<file path="src/rtl/wam_n_hole.sv">
// rtl/wam_n_hole.sv - whack-a-mole game core: debounced inputs, LFSR mole placement, score/lives FSM (optional speed-up under WAM_SPEEDUP_EN)
module wam_n_hole #(
    parameter int N_HOLES     = 4,
    parameter int DEB_CYCLES  = 1_000_000,
    parameter int MOLE_CYCLES = 100_000_000,
    parameter int GAP_CYCLES  = 25_000_000,
    parameter int START_LIVES = 3,
    parameter int SCORE_W     = 4
) (
    input  logic               clk,
    input  logic               reset,
    input  logic [N_HOLES-1:0] button,
    input  logic               start,
    output logic [N_HOLES-1:0] mole,
    output logic [SCORE_W-1:0] score,
    output logic [3:0]         lives,
    output logic [1:0]         state
);
    localparam int NI   = N_HOLES + 1;
    localparam int DW   = $clog2(DEB_CYCLES + 1);
    localparam int TMAX = (MOLE_CYCLES > GAP_CYCLES) ? MOLE_CYCLES : GAP_CYCLES;
    localparam int TW   = $clog2(TMAX + 1);
    localparam int HW   = (N_HOLES > 1) ? $clog2(N_HOLES) : 1;

    typedef enum logic [1:0] {
        S_IDLE = 2'b00,
        S_SHOW = 2'b01,
        S_GAP  = 2'b10,
        S_END  = 2'b11
    } st_t;

    // Input conditioning: bit N_HOLES is start, lower bits are the hole buttons
    logic [NI-1:0] raw, sync1, sync2, samp, deb, arm, press;
    logic [DW-1:0] cnt [NI];

    assign raw = {start, button};

    // Two-flop synchroniser for every raw input
    always_ff @(posedge clk or posedge reset) begin
        if (reset) begin
            sync1 <= '0;
            sync2 <= '0;
        end else begin
            sync1 <= raw;
            sync2 <= sync1;
        end
    end

    // Debounce: accept a level after DEB_CYCLES identical samples; a press pulse
    // needs a previously accepted low level, so buttons held through reset stay silent
    always_ff @(posedge clk or posedge reset) begin
        if (reset) begin
            samp  <= '0;
            deb   <= '0;
            arm   <= '0;
            press <= '0;
            for (int i = 0; i < NI; i++) cnt[i] <= '0;
        end else begin
            for (int i = 0; i < NI; i++) begin
                press[i] <= 1'b0;
                if (sync2[i] != samp[i]) begin
                    samp[i] <= sync2[i];
                    cnt[i]  <= DW'(1);
                end else if (cnt[i] != DW'(DEB_CYCLES - 1)) begin
                    cnt[i] <= cnt[i] + 1'b1;
                end else begin
                    deb[i] <= samp[i];
                    if (!samp[i])
                        arm[i] <= 1'b1;
                    else if (!deb[i] && arm[i])
                        press[i] <= 1'b1;
                end
            end
        end
    end

    logic               start_p;
    logic [N_HOLES-1:0] btn_p;
    assign start_p = press[N_HOLES];
    assign btn_p   = press[N_HOLES-1:0];

    // Free-running 8-bit maximal LFSR (x^8+x^6+x^5+x^4+1)
    logic [7:0] lfsr, lfsr_nx;
    assign lfsr_nx = {lfsr[6:0], lfsr[7] ^ lfsr[5] ^ lfsr[4] ^ lfsr[3]};

    always_ff @(posedge clk or posedge reset) begin
        if (reset) lfsr <= 8'hA5;
        else       lfsr <= lfsr_nx;
    end

    // Game registers
    st_t                st, st_n;
    logic [N_HOLES-1:0] mole_r, mole_n;
    logic [SCORE_W-1:0] score_r, score_n;
    logic [3:0]         lives_r, lives_n;
    logic [TW-1:0]      timer, timer_n;
    logic [HW-1:0]      prev_hole, prev_n;
    logic               prev_valid, pv_n;
    logic [TW-1:0]      window;

`ifdef WAM_SPEEDUP_EN
    localparam int DEC   = MOLE_CYCLES / 8;
    localparam int FLOOR = MOLE_CYCLES / 4;
    logic [TW-1:0] window_n;
    logic [1:0]    hitq, hitq_n;
`else
    assign window = TW'(MOLE_CYCLES);
`endif

    // Hole draw: LFSR value, then next value, then neighbour if both repeat the last hole
    logic [7:0]         ma, mb;
    logic [HW-1:0]      hole_a, hole_b, new_hole;
    logic [N_HOLES-1:0] onehot;

    always_comb begin
        ma     = lfsr % 8'(N_HOLES);
        mb     = lfsr_nx % 8'(N_HOLES);
        hole_a = ma[HW-1:0];
        hole_b = mb[HW-1:0];
        if (!prev_valid || hole_a != prev_hole)
            new_hole = hole_a;
        else if (hole_b != prev_hole)
            new_hole = hole_b;
        else if (prev_hole == HW'(N_HOLES - 1))
            new_hole = '0;
        else
            new_hole = prev_hole + 1'b1;
        onehot           = '0;
        onehot[new_hole] = 1'b1;
    end

    logic hit, miss_press, expire;
    assign hit        = |(btn_p & mole_r);
    assign miss_press = |(btn_p & ~mole_r);
    assign expire     = (timer == window - 1'b1);

    // State and game registers
    always_ff @(posedge clk or posedge reset) begin
        if (reset) begin
            st         <= S_IDLE;
            mole_r     <= '0;
            score_r    <= '0;
            lives_r    <= '0;
            timer      <= '0;
            prev_hole  <= '0;
            prev_valid <= 1'b0;
`ifdef WAM_SPEEDUP_EN
            window     <= TW'(MOLE_CYCLES);
            hitq       <= '0;
`endif
        end else begin
            st         <= st_n;
            mole_r     <= mole_n;
            score_r    <= score_n;
            lives_r    <= lives_n;
            timer      <= timer_n;
            prev_hole  <= prev_n;
            prev_valid <= pv_n;
`ifdef WAM_SPEEDUP_EN
            window     <= window_n;
            hitq       <= hitq_n;
`endif
        end
    end

    // Next-state: hits take priority over every kind of miss
    always_comb begin
        st_n    = st;
        mole_n  = mole_r;
        score_n = score_r;
        lives_n = lives_r;
        timer_n = timer + 1'b1;
        prev_n  = prev_hole;
        pv_n    = prev_valid;
`ifdef WAM_SPEEDUP_EN
        window_n = window;
        hitq_n   = hitq;
`endif
        case (st)
            S_IDLE: begin
                mole_n  = '0;
                timer_n = '0;
                if (start_p) begin
                    score_n = '0;
                    lives_n = 4'(START_LIVES);
                    pv_n    = 1'b0;
                    st_n    = S_GAP;
`ifdef WAM_SPEEDUP_EN
                    window_n = TW'(MOLE_CYCLES);
                    hitq_n   = '0;
`endif
                end
            end
            S_GAP: begin
                mole_n = '0;
                if (timer == TW'(GAP_CYCLES - 1)) begin
                    st_n    = S_SHOW;
                    timer_n = '0;
                    mole_n  = onehot;
                    prev_n  = new_hole;
                    pv_n    = 1'b1;
                end
            end
            S_SHOW: begin
                if (hit) begin
                    score_n = (score_r == '1) ? score_r : score_r + 1'b1;
                    mole_n  = '0;
                    timer_n = '0;
                    st_n    = S_GAP;
`ifdef WAM_SPEEDUP_EN
                    hitq_n = hitq + 1'b1;
                    if (hitq == 2'd3)
                        window_n = (window > TW'(FLOOR + DEC)) ? window - TW'(DEC) : TW'(FLOOR);
`endif
                end else if (miss_press || expire) begin
                    lives_n = (lives_r != 4'd0) ? lives_r - 4'd1 : 4'd0;
                    if (lives_r <= 4'd1) begin
                        st_n    = S_END;
                        mole_n  = '0;
                        timer_n = '0;
                    end else if (expire) begin
                        st_n    = S_GAP;
                        mole_n  = '0;
                        timer_n = '0;
                    end
                end
            end
            default: begin
                mole_n  = '0;
                timer_n = '0;
                if (start_p) st_n = S_IDLE;
            end
        endcase
    end

    assign mole  = mole_r;
    assign score = score_r;
    assign lives = lives_r;
    assign state = st;
endmodule

</file>
<file path="config.mk">
export PLATFORM = sky130hd
export DESIGN_NAME = wam_n_hole
export DESIGN_NICKNAME = d
export VERILOG_FILES = /design/src/rtl/wam_n_hole.sv
export SDC_FILE = /design/constraint.sdc
export NUM_CORES = 1
export LEC_CHECK = 0
export BUFFER_PORTS_ARGS = -buffer_cell sky130_fd_sc_hd__buf_2
export CAP_MARGIN = 20
export CORE_MARGIN = 4
export CORE_UTILIZATION = 40
export CTS_BUF_LIST = sky130_fd_sc_hd__clkbuf_4
export CTS_CLUSTER_DIAMETER = 80
export DETAILED_ROUTE_END_ITERATION = 10
export GPL_ROUTABILITY_DRIVEN = 0
export SYNTH_ARGS = -nofsm -noshare
export SYNTH_HDL_FRONTEND = slang
export SYNTH_SLANG_ARGS = --single-unit
export TNS_END_PERCENT = 30
</file>
<file path="constraint.sdc">
create_clock -name clk -period 11.5 [get_ports clk]
set_input_delay 2.875 -clock clk [delete_from_list [all_inputs] [get_ports clk]]
set_output_delay 2.875 -clock clk [all_outputs]
set_load 0.02 [all_outputs]
</file>
---- Word level (Yosys, flattened, before mapping) ----
Index checks and enable logic that the tools add are counted.
storage, ports and cells
  flip-flop bits (word level) ............. 182
  bits of input ports ..................... 7
  output and inout bits ................... 14
  logic and storage cells ................. 199
cells by class
  add/sub/neg operators ................... 9
  $lt $le $gt $ge ......................... 3
  equality and inequality tests ........... 26
  multiplexer cells ....................... 67
  bitwise gates (word level) .............. 21
  reduce and logical (&&, ||, !) cells .... 42
operators with widths
  cell                   number
  $mux 20                10
  $mux 27                5
  $add 20x1->20 const B  5
  $ne 20x20->1 const B   5
  $pmux 27 s2            1
  $mux 4                 12
  $add 27x1->27 const B  1
  $eq 27x25->1 const B   1
  $eq 27x27->1 const B   1
  $pmux 4 s2             3
  $mux 1                 23
  $mux 2                 10
  $reduce_and 3->1       6
  $not 1->1              15
  $reduce_and 2->1       7
  $reduce_bool 2->1      7
  $ne 2x2->1 const B     6
  $and 4x4->4            2
  $reduce_and 4->1       2
  $reduce_or 4->1        2
  $logic_and 1x1->1      6
  $logic_not 1->1        6
  $pmux 2 s3             1
  $ne 1x1->1             5
  21 further kinds       26

---- Depth between registers and ports, before layout ----
Gate-level depths: netlist of the first run.
  word-level depth ........................ 12
  gate-level depth with buffers ........... 8
  mapped depth without buffers ............ 7

---- Worst setup path after synthesis of the first run ----
Ideal clock, no wire load.
  path kind ............................... flip-flop to output port
  start ................................... register st[1], in the netlist state[1]
  end ..................................... output port state[1]
  arrival ................................. 485 ps
  data required time ...................... 8,625 ps
  path slack .............................. 8,140 ps
  stages on the path, launching flop included .. 1
  path buffers ............................ 0
  cells stage by stage .................... dfrtp_1
RTL lines
  what                    RTL line  RTL
  start, declared         92        st_t st, st_n;
  start signal, assigned  152       st <= st_n;
  end, declared           17        output logic [1:0] state
No word-level cell between the ends.

---- Final worst setup path of the first run ----
  start ................................... register st[1], in the netlist state[1]
  end ..................................... output port state[1]
No word-level cell between the ends.

==> reports/metrics.csv, run 1 <==
metric,value,unit
status,finished clean,
clk root buf,clkbuf_4,
Area contributors post-synth,"dfrtp_1 (50%), xnor2_1 (5.3%), xor2_1 (4.8%), nor2_1 (3.8%), nand3_1 (3.0%)",
"slowest stage delay, CP",0.47,ns
Max-cap violations,0,
Final Hold Fails,0,
Combinational Power Share,5.5,%
Flop pwr share,61.0,%
Critical Path Sink Type,primary output,
RSZ-0062 raised after global routing,no,
sw frac,24.9,%
clk slew on worst S/H paths,0.14,ns
clock power share,33.4,%
"flops & latches, synth",182,
Setup TNS,0,ns
endpoints failing setup,0,
die area,0.0249,mm2
Worst EP arrival,1.23,ns
CP bufs+invs,1,
final core utilization,43.9,%
Syn Nets,918,
"Seq/Total Area, Yosys",50.8,%
DP HPWL,11300,um
maximum vdd drop,65.6,uV
post-synthesis cell type with the largest combined area,dfrtp_1,
DRT Wirelength,17100,um
Post-Place Worst Slack,6.89,ns
Post-synth EDFFs,0,
"Clk Latency, worst-skew pair",0.55,ns
fin nets,931,
H-Tree Level Count,4,
Die X,158,um
CP startpoint kind,register,
vias in the first global route,6303,
CP top delay family,flip-flops,
Layout area overhead,7.35,%
power per cell area,114,mW/mm2
first-pass GRT wire length,30300,um
Reg2Reg Launch Point,timer[2],
DRT iter0 DRCs,314,
leakage,3.87,nW
vias per cell,5.30,
Vias,6397,
timing-limited maximum frequency,0.244,GHz
Synth Warn #,0,
cell internal pwr,0.826,mW
setup bufs post-CTS,0,
CP required,8.63,ns
fraction of registers with async set/reset,100,%
Congestion Overflow GR,0,
Metal-1 WL,8760,um
cts bufs inserted,17,
drt drc,0,
Worst Hold Class,register to register,
period utilization,35.7,%
Die Ht,158,um
Main synth FF type,dfrtp_1,
minimum clock period,4.10,ns
Netlist cell types,61,
Largest regs,"cnt x100, timer x27, lfsr x8",
io pins,21,
Mapped Avg Cell Area,9.98,um2
post-synth top area share,49.7,%
"antenna viol nets, final",0,
Initial Util,40.9,%
Clock Path Buffers,2,
Sink Count,182,
row count,54,
Fin Clk Skew,0.0188,ns
GRT Total Usage,14.7,%
hold wc startpoint,sync1[0],
Slew @ Worst Pin,0.913,ns
crit path max fanout,6,
final worst slack,7.40,ns
Post-Syn Instances,899,
WL/cell,14.1,um
CTS hold repair buffers,0,
Post-CTS Resized,0,
fin. max-slew vios,0,
drt pass-1 iters,4,
top sig layer,met4,
"slowest stage cell, crit path",dfrtp_1,
largest net degree at the start of global routing,109,
Reg with most FFs,cnt,
CP startpoint,state[1],
Layout fillers,2096,
"Cell Area, Synth",0.00897,mm2
critical path class,register to primary output,
initial antenna violation count,1,
Core ar.,0.0220,mm2
layout cells sized above 1,8.43,%
Port Buffers,20,
Met3 Routed Length,494,um
CP Cell Sequence,buf_2,
DR WL met2,7570,um
switching pwr,0.274,mW
CTS tree,done,
relative max-transition margin,39.1,%
max reg flops,100,
## power by group through the flow
stage                     Sequential [mW]  Combinational [mW]  Clock [mW]
after floorplan                     0.679              0.0481           0
after global placement              0.683              0.0622           0
after detailed placement            0.683              0.0627           0
after CTS                           0.671              0.0632       0.384
after global routing                0.674              0.0715       0.407
final                               0.671              0.0607       0.367
## area by class of cell
class | count | area [um2] | share of cell area [%]
flip-flops and latches | 182 | 4560 | 47.3
multi-input cells | 658 | 4170 | 43.3
clock inverters | 14 | 158 | 1.64
repair buffers | 26 | 145 | 1.51
well taps | 280 | 350 | 3.64
diodes | 1 | 2.50 | 0.0260
clock buffers | 18 | 135 | 1.40
inverters | 27 | 109 | 1.13
## synthesized netlist by cell type (3+ instances only)
library cell,n
nor4bb_1,3
and3_1,18
or4_1,6
o211ai_1,3
xnor2_1,54
mux2_2,3
a31oi_1,6
nor3_1,32
and2_1,9
mux2i_1,4
or4b_2,4
nand4b_1,4
xor2_1,49
nor3b_1,29
ha_1,12
and4_1,10
o21bai_1,5
clkbuf_1,29
dfrtp_1,178
dfstp_2,4
o21ai_0,33
o31ai_1,7
nor4_1,18
nand3_1,53
o2bb2ai_1,3
and3b_1,3
inv_1,27
nor2_1,90
nand4_1,24
nand2_1,59
or3_1,24
o21a_1,6
nor2b_1,7
nand2b_1,7
or2_2,3
nor4b_1,5
a21oi_1,37
## layout by cell type, fill, tap and decap left out, types with 6 or more instances in the layout
cell,count
dfrtp_1,178
nor2_1,90
nand2_1,59
xnor2_1,54
nand3_1,53
xor2_1,48
a21oi_1,37
o21ai_0,33
nor3_1,32
nor3b_1,29
inv_1,26
or3_1,24
nand4_1,24
buf_2,20
nor4_1,18
and3_1,18
clkbuf_4,18
ha_1,12
and4_1,10
and2_1,9
nand2b_1,7
nor2b_1,7
o31ai_1,7
or4_1,6
a31oi_1,6
o21a_1,6
buf_4,6
## routing by layer
metal	track usage, %	up-vias
met5	0	-
met2	22.7	41
met3	3.23	16
li1	-	3210
met4	4.18	0
met1	20.9	3130
## path summary, 6_finish.rpt
path	end	slack, ns	depth (start not counted)
worst max register to register	timer[1]	8.52	5
worst min-delay path	sync2[0]	0.37	0
max in group asynchronous	timer[6]	7.63	3
worst max-delay path	state[1]	7.40	1
min in group asynchronous	cnt[7]	2.44	2
worst min register to register	sync2[0]	0.37	0
## through the flow
| stage | power [mW] | area [um2] | instances | hold slack, ns |
|---|---|---|---|---|
| 2_1_floorplan | 0.727 | 8970 | 899 | 0.331 |
| 3_3_place_gp | 0.745 | 9340 | 1173 | 0.332 |
| 3_5_place_dp | 0.746 | 9340 | 1173 | 0.339 |
| 4_1_cts | 1.12 | 9630 | 1205 | 0.373 |
| 5_1_grt | 1.15 | 9630 | 1206 | 0.379 |
| 6_report | 1.10 | 9630 | 1206 | 0.369 |
## logic make-up after synthesis
family	after synthesis	share of synthesized area, %
simple gates	413	25.0
mux	7	0.823
xor+xnor	103	10.1
compound gates	123	8.86
flops	182	50.8
buf+inv	59	2.76
fa+ha+maj	12	1.67
Power figures use the tool's default switching activity.
==> inputs of run 2 (changes only) <==
--- a/config.mk
+++ b/config.mk
@@ -5,6 +5,7 @@
 export SDC_FILE = /design/constraint.sdc
 export NUM_CORES = 1
 export LEC_CHECK = 0
+export ABC_AREA = 1
 export BUFFER_PORTS_ARGS = -buffer_cell sky130_fd_sc_hd__buf_2
 export CAP_MARGIN = 20
 export CORE_MARGIN = 4
==> constraint.sdc (replaced) <==
create_clock -name clk -period 3.9 [get_ports clk]
set_input_delay 0.975 -clock clk [delete_from_list [all_inputs] [get_ports clk]]
set_output_delay 0.975 -clock clk [all_outputs]
set_load 0.02 [all_outputs]
==> reports/metrics.csv, run 2 <==
metric,value,unit
CTS hold repair buffers,0,
"slowest stage delay, CP",0.46,ns
minimum clock period,2.21,ns
fin nets,1250,
crit path max fanout,4,
initial antenna violation count,1,
DRT iter0 DRCs,641,
CP top delay family,flip-flops,
most frequent cells in the layout,"nand2_1 (228), inv_1 (179), dfrtp_1 (178)",
fin. max-slew vios,0,
"flops & latches, synth",182,
CP Cell Sequence,buf_2,
drt drc,0,
Mapped Avg Cell Area,7.86,um2
clk root buf,clkbuf_4,
leakage,4.49,nW
Initial Util,40.5,%
final core utilization,43.7,%
most common library cells after synthesis,"nand2_1 (228), inv_1 (180), dfrtp_1 (178)",
Reg with most FFs,cnt,
"Seq/Total Area, Yosys",48.2,%
post-synthesis cell type with the largest combined area,dfrtp_1,
Post-synth EDFFs,0,
period utilization,56.6,%
most common cell in the synthesized netlist,nand2_1,
Largest regs,"cnt x100, timer x27, lfsr x8",
CP required,2.92,ns
RSZ-0062 raised after global routing,no,
drt pass-1 iters,5,
vias per cell,4.93,
Netlist cell types,47,
Sink Count,182,
"antenna viol nets, final",0,
io pins,21,
CP startpoint kind,register,
cts bufs inserted,17,
Main synth FF type,dfrtp_1,
vias in the first global route,7193,
Worst EP arrival,1.23,ns
setup bufs post-CTS,0,
"Clk Latency, worst-skew pair",0.56,ns
critical path class,register to primary output,
first-pass GRT wire length,33500,um
maximum vdd drop,134,uV
post-synth top area share,47.0,%
Worst Hold Class,input port to asynchronous set/reset pin,
# placed instances,1530,
Fin Clk Skew,0.0230,ns
layout cells sized above 1,8.37,%
relative max-transition margin,47.3,%
Core ar.,0.0234,mm2
DRT Wirelength,18900,um
Port Buffers,20,
row count,56,
Post-Syn Instances,1204,
Setup TNS,0,ns
Max-cap violations,0,
GRT Total Usage,15.2,%
Clock Path Buffers,2,
CP bufs+invs,1,
Syn Nets,1223,
Vias,7701,
timing-limited maximum frequency,0.453,GHz
Post-Place Worst Slack,1.78,ns
CTS tree,done,
Slew @ Worst Pin,0.788,ns
Die X,162,um
"commonest non-fill, non-tap cell in the layout",nand2_1,
endpoints failing setup,0,
final worst slack,1.69,ns
clk slew on worst S/H paths,0.15,ns
Critical Path Sink Type,primary output,
H-Tree Level Count,4,
Layout area overhead,8.02,%
fraction of registers with async set/reset,100,%
power per cell area,297,mW/mm2
largest net degree at the start of global routing,53,
final cell count without fillers,1563,
Post-CTS Resized,0,
status,finished clean,
Area contributors post-synth,"dfrtp_1 (47%), nand2_1 (9.0%), inv_1 (7.1%), nor2_1 (6.2%), o21ai_0 (3.6%)",
Synth Warn #,0,
Die Ht,162,um
"Cell Area, Placed",0.00996,mm2
DP HPWL,14000,um
"slowest stage cell, crit path",dfrtp_1,
Congestion Overflow GR,0,
"Cell Area, Synth",0.00947,mm2
WL/cell,12.1,um
post-layout instance area,0.0102,mm2
die area,0.0262,mm2
Final Hold Fails,0,
max reg flops,100,
==> run 2: kinds of logic after synthesis <==
| family | Yosys count | share of synthesized area [%] |
|---|---|---|
| buffers and inverters | 201 | 8.25 |
| xor gates and xnor gates | 22 | 2.03 |
| and+or+nand+nor | 622 | 30.6 |
| AOI/OAI and AO/OA | 165 | 9.36 |
| adders and majority gates | 12 | 1.59 |
| DFF | 182 | 48.2 |
==> run 2: metal layers <==
layer / GRT usage, % / vias up / routed length, um
li1: - / 3997 / -
met3: 3.02 / 16 / 627
met4: 4.04 / 0 / 230
met5: 0 / - / 0
met2: 23.2 / 127 / 8270
met1: 22.3 / 3561 / 9820
==> run 2: stage by stage <==
stage | hold slack [ns] | power (mW)
2_1_floorplan | 0.331 | 2.07
3_3_place_gp | 0.338 | 2.12
3_5_place_dp | 0.346 | 2.12
4_1_cts | 0.370 | 3.10
5_1_grt | 0.186 | 3.21
6_report | 0.268 | 3.04
==> run 2: area by class of cell <==
type | count | area (um2)
Sequential cell | 182 | 4560
Inverter | 183 | 696
Fill cell | 2420 | 13200
Antenna cell | 1 | 2.50
Clock buffer | 19 | 143
Multi-Input combinational cell | 821 | 4130
Timing Repair Buffer | 26 | 195
Tap cell | 319 | 399
Clock inverter | 12 | 105
==> run 2: where the power goes <==
part | leakage (nW) | internal [mW] | switching, mW
registers | 2.47 | 1.92 | 0.0243
logic | 1.89 | 0.0434 | 0.0965
clock network | 0.130 | 0.326 | 0.635
==> run 2: worst paths after layout <==
kind | start | endpoint | slack, ns | cells after the start
max | lives[2] | lives[2] | 1.69 | 1
min | reset | sync1[3] | 0.27 | 2
max reg2reg | state[1] | timer[3] | 1.74 | 9
min reg2reg | sync1[0] | sync2[0] | 0.37 | 0
max in group asynchronous | reset | lfsr[2] | 2.80 | 4
min in group clk | sync1[0] | sync2[0] | 0.37 | 0
